### src/rtl/adder_cmd_seq.sv
// Command sequencer in front of the ASCII adder: parses "<d><op><d>" from RX, starts the adder, sends the result to TX.
// Ports: clk, Gl_rst (sync, active-high); rx_data/rx_valid in; adder_data/adder_rdy in; tx_busy in;
//   seq_r1/seq_r2/seq_subtract/seq_start to adder; tx_data/tx_valid out; seq_err sticky flag; seq_led status.
// Optional: define SEQ_CRLF_EN to follow each result with CR LF.
module adder_cmd_seq #(
  parameter int unsigned TIMEOUT_CYC = 15
) (
  input  logic       clk,
  input  logic       Gl_rst,
  input  logic [7:0] rx_data,
  input  logic       rx_valid,
  input  logic [7:0] adder_data,
  input  logic       adder_rdy,
  input  logic       tx_busy,
  output logic [7:0] seq_r1,
  output logic [7:0] seq_r2,
  output logic       seq_subtract,
  output logic       seq_start,
  output logic [7:0] tx_data,
  output logic       tx_valid,
  output logic       seq_err,
  output logic [7:0] seq_led
);

  localparam logic [7:0] TO = 8'(TIMEOUT_CYC);

  typedef enum logic [2:0] {
    GET_R1   = 3'd0,
    GET_OP   = 3'd1,
    GET_R2   = 3'd2,
    START    = 3'd3,
    WAIT_RDY = 3'd4,
`ifdef SEQ_CRLF_EN
    SEND     = 3'd5,
    CR       = 3'd6,
    LF       = 3'd7
`else
    SEND     = 3'd5
`endif
  } state_t;

  state_t     state, state_n;
  logic [7:0] r1_n, r2_n;
  logic       sub_n, err_n;
  logic [7:0] result, result_n;
  logic [7:0] cnt, cnt_n, cnt_inc;
  logic       is_digit, is_space, is_plus, is_minus;
  logic [2:0] state_bits;

  assign is_digit = (rx_data >= 8'h30) && (rx_data <= 8'h39);
  assign is_space = rx_data == 8'h20;
  assign is_plus  = rx_data == 8'h2B;
  assign is_minus = rx_data == 8'h2D;
  assign cnt_inc  = cnt + 8'd1;

  assign state_bits = state;
  assign seq_led    = {seq_err, state_bits, result[3:0]};

  always_ff @(posedge clk) begin
    if (Gl_rst) begin
      state        <= GET_R1;
      seq_r1       <= 8'h30;
      seq_r2       <= 8'h30;
      seq_subtract <= 1'b0;
      seq_err      <= 1'b0;
      result       <= 8'h30;
      cnt          <= 8'd0;
    end else begin
      state        <= state_n;
      seq_r1       <= r1_n;
      seq_r2       <= r2_n;
      seq_subtract <= sub_n;
      seq_err      <= err_n;
      result       <= result_n;
      cnt          <= cnt_n;
    end
  end

  always_comb begin
    state_n   = state;
    r1_n      = seq_r1;
    r2_n      = seq_r2;
    sub_n     = seq_subtract;
    err_n     = seq_err;
    result_n  = result;
    cnt_n     = cnt;
    seq_start = 1'b0;
    tx_valid  = 1'b0;
    tx_data   = 8'h00;
    unique case (state)
      GET_R1: begin
        if (rx_valid && !is_space) begin
          if (is_digit) begin
            r1_n    = rx_data;
            state_n = GET_OP;
          end else begin
            err_n = 1'b1;
          end
        end
      end
      GET_OP: begin
        if (rx_valid && !is_space) begin
          if (is_plus || is_minus) begin
            sub_n   = is_minus;
            state_n = GET_R2;
          end else begin
            err_n   = 1'b1;
            state_n = GET_R1;
          end
        end
      end
      GET_R2: begin
        if (rx_valid && !is_space) begin
          if (is_digit) begin
            r2_n    = rx_data;
            state_n = START;
          end else begin
            err_n   = 1'b1;
            state_n = GET_R1;
          end
        end
      end
      START: begin
        seq_start = 1'b1;
        cnt_n     = 8'd0;
        state_n   = WAIT_RDY;
      end
      WAIT_RDY: begin
        cnt_n = cnt_inc;
        // A ready pulse on the final wait cycle still counts as success.
        if (adder_rdy) begin
          result_n = adder_data;
          err_n    = 1'b0;
          state_n  = SEND;
        end else if (cnt_inc == TO) begin
          result_n = 8'h3F;
          err_n    = 1'b1;
          state_n  = SEND;
        end
      end
      SEND: begin
        if (!tx_busy) begin
          tx_valid = 1'b1;
          tx_data  = result;
`ifdef SEQ_CRLF_EN
          state_n  = CR;
`else
          state_n  = GET_R1;
`endif
        end
      end
`ifdef SEQ_CRLF_EN
      CR: begin
        if (!tx_busy) begin
          tx_valid = 1'b1;
          tx_data  = 8'h0D;
          state_n  = LF;
        end
      end
      LF: begin
        if (!tx_busy) begin
          tx_valid = 1'b1;
          tx_data  = 8'h0A;
          state_n  = GET_R1;
        end
      end
`endif
      default: state_n = GET_R1;
    endcase
  end

endmodule

### config.mk
export PLATFORM = sky130hd
export DESIGN_NAME = adder_cmd_seq
export DESIGN_NICKNAME = d
export VERILOG_FILES = /design/src/rtl/adder_cmd_seq.sv
export SDC_FILE = /design/constraint.sdc
export NUM_CORES = 1
export LEC_CHECK = 0
export CAP_MARGIN = 30
export CORE_MARGIN = 2
export CORE_UTILIZATION = 26
export DETAILED_ROUTE_END_ITERATION = 16
export PLACE_DENSITY = 0.54
export SLEW_MARGIN = 40
export SYNTH_ARGS = -nofsm -noshare
export SYNTH_HDL_FRONTEND = slang
export SYNTH_SLANG_ARGS = --single-unit
### constraint.sdc
create_clock -name clk -period 1.7 [get_ports clk]
set_input_delay 0.255 -clock clk [delete_from_list [all_inputs] [get_ports clk]]
set_output_delay 0.255 -clock clk [all_outputs]
set_load 0.05 [all_outputs]
=== Yosys cells after proc, flatten, opt, wreduce, memory -nomap -nowiden ===
Cells that the tools add are included.

* $add $sub $neg: 1
* $mul: 0
* Divide/modulo/power cells: 0
* Order comparisons: 2
* Equality and inequality tests: 18
* Shift operators: 0
* Mux-type cells: 25
* Bitwise operators: 0
* Reduce and logical (&&, ||, !) cells: 15

{| class="wikitable"
|+ Operator list
! kind !! number
|-
| 8-bit 2-to-1 mux || 4
|-
| 8-bit by 6-bit equality test with 1-bit output, second input constant || 3
|-
| 3-bit 2-to-1 mux || 7
|-
| 3-bit case mux with 6 select lines || 1
|-
| 8-bit case mux with 2 select lines || 1
|-
| 2-bit inequality test, second input constant || 7
|-
| 6-bit AND reduction || 2
|-
| 1-bit 2-to-1 mux || 9
|-
| 3-bit AND reduction || 3
|-
| 8-bit by 1-bit adder with 8-bit output, second input constant || 1
|-
| 8-bit by 4-bit equality test with 1-bit output, second input constant || 1
|-
| 8-bit by 6-bit greater-or-equal comparator with 1-bit output, second input constant || 1
|-
| 8-bit by 6-bit <= comparator with 1-bit output, second input constant || 1
|-
| 3-bit by 2-bit equality test with 1-bit output, second input constant || 2
|-
| 3-bit equality test, second input constant || 2
|-
| 2-bit 2-to-1 mux || 2
|-
| 2-bit nonzero test || 2
|-
| 3-bit by 1-bit equality test with 1-bit output, second input constant || 1
|-
| 3-bit zero test || 1
|-
| 3-bit inequality test, second input constant || 1
|-
| 1-bit case mux with 3 select lines || 1
|-
| 3-bit nonzero test || 1
|-
| 1-bit logical AND || 2
|-
| 2-bit by 1-bit inequality test with 1-bit output, second input constant || 1
|-
| other kinds (4) || 4
|}

* Register bits: 37
* Latch bits: 0
* Memory bits (writable): 0
* Bits in read-only memories: 0
* Input bits: 21
* Output and inout port bits: 36
* Logic and storage cells: 68
* Memories: 0

=== Longest topological paths before layout ===
Gate-level depths: netlist (run 1).

* Depth after elaboration: 5
* Mapped depth: 7
* Mapped depth without buffers: 7

=== Worst setup path before layout (run 1) ===
No wires, ideal clock.

* Kind: reg-to-output
* Start point: reg state[2]
* End point: out tx_data[0]
* Arrival time: 2.986 ns
* Data required time: 1.445 ns
* Slack: -1.541 ns
* Cell stages (with the launch flop): 4
* Path buffers: 0
* Cell sequence: dfxtp_1 -> nor2b_4 -> nor3b_1 -> and2_1

* Cells in the longest elaborated chain, start to end: 2

{| class="wikitable"
|+ Ends and longest elaborated chain
! what !! line !! source
|-
| start: declaration || 42 || <nowiki>state_t state, state_n;</nowiki>
|-
| start signal: assignment || 69 || <nowiki>state <= state_n;</nowiki>
|-
| 3-bit equality test || 90 || <nowiki>unique case (state)</nowiki>
|-
| 8-bit 2-to-1 mux || 90 ||
|-
| end: declaration || 19 || <nowiki>output logic [7:0] tx_data,</nowiki>
|}

No other way between the ends.

=== Final worst setup path (run 1) ===
* Start point: reg state[2]
* End point: out tx_data[6]

Same word-level chain as after synthesis.

==> results of run 1 <==
-- cells in the mapped netlist, types with 3 or more instances --
library cell / count
sky130_fd_sc_hd__dfxtp_1: 37
sky130_fd_sc_hd__nor2_1: 27
sky130_fd_sc_hd__a21oi_1: 16
sky130_fd_sc_hd__and2_1: 13
sky130_fd_sc_hd__nand2_1: 12
sky130_fd_sc_hd__o21ai_0: 11
sky130_fd_sc_hd__inv_1: 10
sky130_fd_sc_hd__mux2i_1: 8
sky130_fd_sc_hd__nand3_1: 7
sky130_fd_sc_hd__buf_4: 5
sky130_fd_sc_hd__and3_1: 4
sky130_fd_sc_hd__nand2b_1: 3
sky130_fd_sc_hd__nand4_1: 3
sky130_fd_sc_hd__nor3_1: 3
sky130_fd_sc_hd__or3_1: 3
-- stage by stage --
step,utilization,instances
6_report,0.431,360
3_5_place_dp,0.405,349
4_1_cts,0.426,360
5_1_grt,0.431,360
2_1_floorplan,-,200
3_3_place_gp,0.405,349
-- how the worst max path moves through the flow --
stage                          start      endpoint  slack (ns)  depth (start not counted)
after CTS                   state[2]    tx_data[7]       -0.01                          5
after detailed placement  rx_data[0]  seq_subtract       -0.17                          5
after global routing        state[2]    tx_data[1]       -0.07                          5
after global placement    rx_data[5]     seq_r2[1]       -0.18                          6
after floorplan             state[1]    tx_data[0]       -0.25                          4
final                       state[2]    tx_data[6]        0.02                          5
-- registers in the layout, indices dropped and copies added (netlist names) --
register,count
cnt,8
result,8
seq_subtract,1
state,3
seq_r2,8
seq_err,1
seq_r1,8
-- layer usage --
metal	part of all wire	GRT usage	vias up
li1	-	-	854
met1	0.49	0.166	730
met2	0.44	0.192	35
met3	0.057	0.0360	6
met4	0.011	0.0346	0
met5	0	0	-
-- critical path: stages, from the launching register on --
cell,delay (ns)
sky130_fd_sc_hd__dfxtp_4,0.35
sky130_fd_sc_hd__nor2b_4,0.14
sky130_fd_sc_hd__nor3b_4,0.24
sky130_fd_sc_hd__buf_6,0.15
sky130_fd_sc_hd__and2_4,0.14
sky130_fd_sc_hd__buf_12,0.13
-- cell type report --
class / instances / area share
Sequential cell: 37 / 0.274
Clock buffer: 7 / 0.0350
Clock inverter: 1 / 0.00182
Inverter: 10 / 0.0136
Timing Repair Buffer: 85 / 0.304
Tap cell: 77 / 0.0350
Multi-Input combinational cell: 143 / 0.336
-- layout by cell type, fill, tap and decap left out, types with 2 or more instances in the layout --
| cell type | count |
|---|---|
| sky130_fd_sc_hd__a211oi_1 | 2 |
| sky130_fd_sc_hd__a21oi_1 | 16 |
| sky130_fd_sc_hd__a22oi_1 | 2 |
| sky130_fd_sc_hd__a31oi_1 | 2 |
| sky130_fd_sc_hd__and2_1 | 5 |
| sky130_fd_sc_hd__and2_4 | 8 |
| sky130_fd_sc_hd__and3_1 | 4 |
| sky130_fd_sc_hd__buf_12 | 10 |
| sky130_fd_sc_hd__buf_4 | 50 |
| sky130_fd_sc_hd__buf_6 | 2 |
| sky130_fd_sc_hd__clkbuf_8 | 7 |
| sky130_fd_sc_hd__clkdlybuf4s50_1 | 20 |
| sky130_fd_sc_hd__dfxtp_1 | 32 |
| sky130_fd_sc_hd__dfxtp_2 | 2 |
| sky130_fd_sc_hd__dfxtp_4 | 3 |
| sky130_fd_sc_hd__dlymetal6s2s_1 | 3 |
| sky130_fd_sc_hd__ha_1 | 2 |
| sky130_fd_sc_hd__inv_1 | 9 |
| sky130_fd_sc_hd__mux2_1 | 2 |
| sky130_fd_sc_hd__mux2i_1 | 8 |
| sky130_fd_sc_hd__nand2_1 | 12 |
| sky130_fd_sc_hd__nand2b_1 | 2 |
| sky130_fd_sc_hd__nand3_1 | 7 |
| sky130_fd_sc_hd__nand4_1 | 3 |
| sky130_fd_sc_hd__nor2_1 | 27 |
| sky130_fd_sc_hd__nor3_1 | 3 |
| sky130_fd_sc_hd__nor3b_4 | 2 |
| sky130_fd_sc_hd__o21ai_0 | 10 |
| sky130_fd_sc_hd__o21ai_1 | 2 |
| sky130_fd_sc_hd__or3_1 | 3 |
| sky130_fd_sc_hd__xnor2_1 | 2 |
-- power groups by stage --
stage           logic, W  registers [W]  clock network [W]
2_1_floorplan  0.0000508       0.000902                  0
3_3_place_gp    0.000164       0.000891                  0
6_report        0.000165       0.000869           0.000678
5_1_grt         0.000179       0.000869           0.000751
3_5_place_dp    0.000163       0.000891                  0
4_1_cts         0.000164       0.000869           0.000705
-- repair_timing --
item,in CTS,in global routing
hold buffers,0,0
pin swaps,1,0
setup endpoints to repair,9,27
gates resized for setup,4,11
setup buffers,3,0
-- cell families after synthesis --
kind of cell	count (synthesis)	share of synthesized area
and+or+nand+nor	86	0.268
DFF	37	0.429
xor gates and xnor gates	3	0.0152
adders and majority gates	2	0.0145
buffers and inverters	20	0.0631
AOI/OAI and AO/OA	42	0.151
muxes	10	0.0595
==> impl_summary.txt, run 1 <==
----------------------------------------------------
[Floorplanning]
  Die extent in x ... between 80 and 90 um
  Die Outline Area ... 0.00730 sq mm
  Height of the chip ... about 85 um
  Count of boundary I/O pins ... 57
  Floorplan Core Area ... about 0.0064 sq mm
  Starting Density ... 0.270
  Row count ... 29

[Timing]
  Final worst-path cycle share ... 0.989
  Worst hold slack ... 0.434 ns
  Sum of negative setup slack ... 0 ns
  Count of final setup violators ... 0
  Min Tclk post-route ... 1.68 ns
  Maximum operating frequency ... about 0.59 GHz
  Worst-case headroom to the max-slew limit ... 0.665
  Count of final hold-check violations ... 0
  Transition at the pin with the smallest max-transition slack ... 0.502 ns
  Smallest setup slack after layout ... 0.0186 ns
  Worst setup skew after layout ... 0.0113 ns
  Unrepaired setup endpoints after global routing ... true
  Final slew viol count ... 0

[Synth]
  FFs w/ async S/R, synth ... 0
  Most common flop cell mapped by yosys ... sky130_fd_sc_hd__dfxtp_1
  Yosys warnings ... 0
  Synthesis-stage register bit count ... 37
  Area share of the largest cell type after synthesis ... 0.429
  Post-synth top area cell ... sky130_fd_sc_hd__dfxtp_1
  Main area contributors after synthesis ... sky130_fd_sc_hd__dfxtp_1 (43%), sky130_fd_sc_hd__nor2_1 (5.9%), sky130_fd_sc_hd__and2_1 (4.7%)
  Synthesized instance count ... 200
  Number of enable flip-flop cells after synthesis ... 0
  Post-synthesis average cell area ... 8.63 sq um
  Sequential share of the synthesized area ... 0.429
  Synthesized area ... around 0.0017 sq mm
  Distinct cell type count of the synthesized netlist ... 44
  Syn Nets ... 223

[Power]
  Leakage ... 1.17 nW
  Part of the total power dissipated in sequential elements ... 0.507
  Switching pwr ... 0.000394 W
  Worst voltage drop across the vdd grid ... 0.350 mV
  P per Cell Area ... 622 mW/mm^2
  Total chip power ... 0.00171 W
  Power share of the combinational group ... 0.096
  Switching share of power ... 0.230
  Internal power consumption ... 0.00132 W
  Clock Power Share ... 0.396

[Routing]
  Post-detailed-route count of antenna-violating nets ... 0
  Routed wire length ... about 4400 um
  Average wire length per cell after detail routing ... 12.2 um
  Number of DRC markers in iteration 0 ... 66
  First-pass iteration count of the detailed router ... 4
  Routed via count ... between 1500 and 2000
  Detailed-route vias per instance ... roughly 4.5
  Remaining design rule violation count ... 0

[Place]
  Cell Area, Placed ... 0.00259 sq mm
  Pre-CTS setup slack ... -0.174 ns
  Total of buffers placed on input and output ports ... 56
  Gp weighted congestion ... about 0.76
  HPWL after detailed placement ... roughly 3300 um

[Global route]
  Global routing usage summed across all routing layers ... 0.123
  Wire length of the first global-routing pass ... 7160 um
  Number of global-route vias before repair ... 1503
  Largest net degree at the start of global routing ... 14
  Global route overflow ... 0
  Number of antenna violations at the first check in global routing ... 0

[Min path]
  Class of the worst hold path ... reg -> reg
  Critical hold path startpoint ... seq_r2[4]
  Worst min-delay path endpoint ... seq_r2[4]
  Number of instances on the worst hold path ... 1

[Cells and area]
  Nets ... 305
  Area added between synthesis and finish ... 59.4%
  Number of filler instances in the final layout ... between 600 and 700
  Antenna diode count ... 0
  Area of the multi-input gates ... a little over 900 sq um
  Sequential standard cell area ... 754 sq um
  Final non-filler cell area ... 0.00275 sq mm
  Ratio of cells with drive above 1 in the final layout ... 0.332

[Worst setup path]
  Worst r2r path cells ... 7
  Worst Path Arrival ... approximately 1.4 ns
  Largest driver fanout on the critical path ... 5
  Setup slack on the worst flop-to-flop path ... 0.14 ns
  Reg2Reg Capture Point ... seq_err
  Critical path startpoint category ... flop
  Data required time at the worst endpoint ... between 1 and 1.5 ns
  Category of the critical setup timing path ... reg -> out
  Crit. End Element ... output pin
  Reg-to-reg startpoint ... cnt[0]

[Clocking]
  Clock sink count ... 37
  Maximum number of buffers from clock root to sink ... 2
  Clock tree from TritonCTS ... yes
  Number of levels the H-tree was split into ... 2
  TritonCTS Buffers ... 5
  Clk_lat worst skew ... approximately 0.29 ns
  Post-CTS clock slew at the launch and capture registers of the worst setup and hold paths ... 0.08 ns
  Root Driver ... sky130_fd_sc_hd__clkbuf_8

[Run status]
  Result of the run ... completed

[Job]
  Max-cap check violation count ... 0

----------------------------------------------------
Note: power is estimated with default switching activity, not from simulation.
==> inputs of run 2 (changes only) <==
--- a/config.mk
+++ b/config.mk
@@ -6,10 +6,12 @@
 export NUM_CORES = 1
 export LEC_CHECK = 0
 export CAP_MARGIN = 30
+export CELL_PAD_IN_SITES_DETAIL_PLACEMENT = 1
+export CELL_PAD_IN_SITES_GLOBAL_PLACEMENT = 2
 export CORE_MARGIN = 2
 export CORE_UTILIZATION = 26
 export DETAILED_ROUTE_END_ITERATION = 16
-export PLACE_DENSITY = 0.54
+export PLACE_DENSITY = 0.83
 export SLEW_MARGIN = 40
 export SYNTH_ARGS = -nofsm -noshare
 export SYNTH_HDL_FRONTEND = slang
==> run 2 against run 1 <==
The flow now finishes with violations (setup timing). Final area is 2.5% higher. Register-to-register slack worse by 0.06 ns. Worst hold slack worse by 0.048 ns. Critical path type unchanged. Critical endpoint is now tx_data[7].
==> impl_summary.txt, run 2 (synthesis gave the netlist of run 1 again) <==
----------------------------------------------------
[Cells and area]
  Post-Layout Cell Count ... 365 (was 360)
  Sequential standard cell area ... 753 sq um (was 754 sq um)
  Area added between synthesis and finish ... 63.4% (was 59.4%)
  Antenna diode count ... 0 (unchanged)
  Ratio of cells with drive above 1 in the final layout ... 0.351 (was 0.332)
  Area of the multi-input gates ... 932 sq um (was 925 sq um)
  Final non-filler cell area ... 0.00282 sq mm (was 0.00275 sq mm)
  Most common library cell in the layout ignoring fill and taps ... sky130_fd_sc_hd__buf_4 (unchanged)
  Number of filler instances in the final layout ... 746 (was 644)
  Nets ... 310 (was 305)
  Commonest cells after routing, fill and taps aside ... sky130_fd_sc_hd__buf_4 (57), sky130_fd_sc_hd__dfxtp_1 (33), sky130_fd_sc_hd__nor2_1 (27) (was sky130_fd_sc_hd__buf_4 (50), sky130_fd_sc_hd__dfxtp_1 (32), sky130_fd_sc_hd__nor2_1 (27))

[Floorplanning]
  Row count ... 29 (unchanged)
  Die Outline Area ... 0.00730 sq mm (unchanged)
  Die extent in x ... 85.5 um (unchanged)
  Starting Density ... 0.270 (unchanged)
  Count of boundary I/O pins ... 57 (unchanged)
  Height of the chip ... 85.5 um (unchanged)
  Floorplan Core Area ... 0.00639 sq mm (unchanged)

[Timing]
  Count of final setup violators ... 8 (was 0)
  Worst setup skew after layout ... 0.00625 ns (was 0.0113 ns)
  Unrepaired setup endpoints after global routing ... true (unchanged)
  Min Tclk post-route ... 1.73 ns (was 1.68 ns)
  Final slew viol count ... 0 (unchanged)
  Worst-case headroom to the max-slew limit ... 0.666 (was 0.665)
  Count of final hold-check violations ... 0 (unchanged)
  Maximum operating frequency ... 0.579 GHz (was 0.595 GHz)
  Final worst-path cycle share ... 1.02 (was 0.989)
  Smallest setup slack after layout ... -0.0279 ns (was 0.0186 ns)
  Transition at the pin with the smallest max-transition slack ... 0.500 ns (was 0.502 ns)

[Routing]
  Number of DRC markers in iteration 0 ... 47 (was 66)
  Post-detailed-route count of antenna-violating nets ... 0 (unchanged)
  Detailed-route vias per instance ... 4.68 (was 4.51)
  Routed via count ... 1710 (was 1625)
  Routed wire length ... 5090 um (was 4380 um)
  First-pass iteration count of the detailed router ... 3 (was 4)
  Remaining design rule violation count ... 0 (unchanged)
  Average wire length per cell after detail routing ... 13.9 um (was 12.2 um)

[Place]
  Cell Area, Placed ... 0.00263 sq mm (was 0.00259 sq mm)
  Gp weighted congestion ... 0.751 (was 0.764)
  Pre-CTS setup slack ... -0.253 ns (was -0.174 ns)
  Cell count after placement ... 354 (was 349)
  HPWL after detailed placement ... 3860 um (was 3330 um)
  Total of buffers placed on input and output ports ... 56 (unchanged)

[Clocking]
  Clock sink count ... 37 (unchanged)
  Clk_lat worst skew ... 0.29 ns (about the same)
  Clock tree from TritonCTS ... yes (unchanged)
  Root Driver ... sky130_fd_sc_hd__clkbuf_8 (unchanged)
  TritonCTS Buffers ... 5 (unchanged)
  Maximum number of buffers from clock root to sink ... 2 (unchanged)
  CTS Hold Bufs ... 0 (unchanged)
  Post-CTS clock slew at the launch and capture registers of the worst setup and hold paths ... 0.08 ns (about the same)
  Number of levels the H-tree was split into ... 2 (unchanged)

[Power]
  P per Cell Area ... 649 mW/mm^2 (was 622 mW/mm^2)
  Worst voltage drop across the vdd grid ... 0.332 mV (was 0.350 mV)
  Leakage ... 1.24 nW (was 1.17 nW)

[Global route]
  Global route overflow ... 0 (unchanged)
  Met3 routing resource usage after global routing ... 0.0340 (was 0.0360)
  GRT met2 Usage ... 0.247 (was 0.192)
  Number of global-route vias before repair ... 1771 (was 1503)
  Wire length of the first global-routing pass ... 8380 um (was 7160 um)
  Number of antenna violations at the first check in global routing ... 0 (unchanged)
  Highest-utilization routing layer at the global route stage ... met2 (unchanged)
  Global routing usage summed across all routing layers ... 0.145 (was 0.123)
  Largest net degree at the start of global routing ... 19 (was 14)
  Met1 capacity usage during global routing ... 0.181 (was 0.166)

[Run status]
  Violated checks ... setup timing
  Result of the run ... complete, but fails checks (was completed)

[Job]
  Max-cap check violation count ... 0 (unchanged)

[Worst setup path]
  Worst Path Arrival ... 1.47 ns (was 1.43 ns)
  Largest driver fanout on the critical path ... 9 (was 5)
  Data required time at the worst endpoint ... 1.44 ns (about the same)
  Crit. End Element ... output pin (unchanged)
  Category of the critical setup timing path ... reg -> out (unchanged)
  Critical path startpoint category ... flop (unchanged)

[Min path]
  Class of the worst hold path ... in -> reg (was reg -> reg)

----------------------------------------------------
## run 2: cell count changes in the layout (fill, tap and decap cells not counted), moves of 2 or more
cell,delta
sky130_fd_sc_hd__clkbuf_8,-2
sky130_fd_sc_hd__buf_4,+7
sky130_fd_sc_hd__dlymetal6s2s_1,+3
sky130_fd_sc_hd__clkdlybuf4s50_1,-5
## run 2: routing by layer
layer,vias to the layer above,share of wire
met4,0,0.012
met2,37,0.49
met3,7,0.046
li1,868,-
met5,-,0
met1,798,0.46
## run 2: repair_timing
item	4_1_cts	5_1_grt
buffers inserted	3	0
endpoints found under the setup margin	8	28
gates resized for setup	2	14
pin swaps	0	4
## run 2: power breakdown
part | internal [W] | switching [W] | leakage (nW)
Sequential | 0.000865 | 0.00000410 | 0.301
Combinational | 0.0000923 | 0.0000845 | 0.886
Clock | 0.000439 | 0.000344 | 0.0543
## run 2: worst max-delay path, stage by stage (launching register included)
cell	delay, ns
sky130_fd_sc_hd__dfxtp_4	0.38
sky130_fd_sc_hd__nor2b_4	0.15
sky130_fd_sc_hd__nor3b_4	0.22
sky130_fd_sc_hd__buf_12	0.15
sky130_fd_sc_hd__and2_4	0.15
sky130_fd_sc_hd__buf_12	0.13
## run 2: metrics by stage
| stage | power (W) | util | hold slack (ns) | TNS [ns] |
|---|---|---|---|---|
| after global routing | 0.00191 | 0.441 | 0.424 | -0.772 |
| after global placement | 0.00106 | 0.412 | 0.425 | -2.77 |
| after CTS | 0.00187 | 0.434 | 0.452 | -0.289 |
| after floorplan | 0.000952 | - | 0.357 | -2.01 |
| after detailed placement | 0.00107 | 0.412 | 0.428 | -3.57 |
| final | 0.00183 | 0.441 | 0.385 | -0.191 |
## run 2: worst paths after layout
path,from,endpoint,slack (ns),cells after the start
hold reg to reg,seq_r2[5],seq_r2[5],0.45,1
hold / removal,rx_data[2],seq_r2[2],0.39,3
setup / recovery,state[2],tx_data[7],-0.03,5
setup reg to reg,cnt[1],seq_err,0.08,6
## run 2: area by class of cell
class                   count  area share
clock buffers               5      0.0244
multi-input cells         143       0.331
repair buffers             90       0.314
clock inverters             3      0.0164
inverters                  10      0.0133
well taps                  77      0.0342
flip-flops and latches     37       0.267
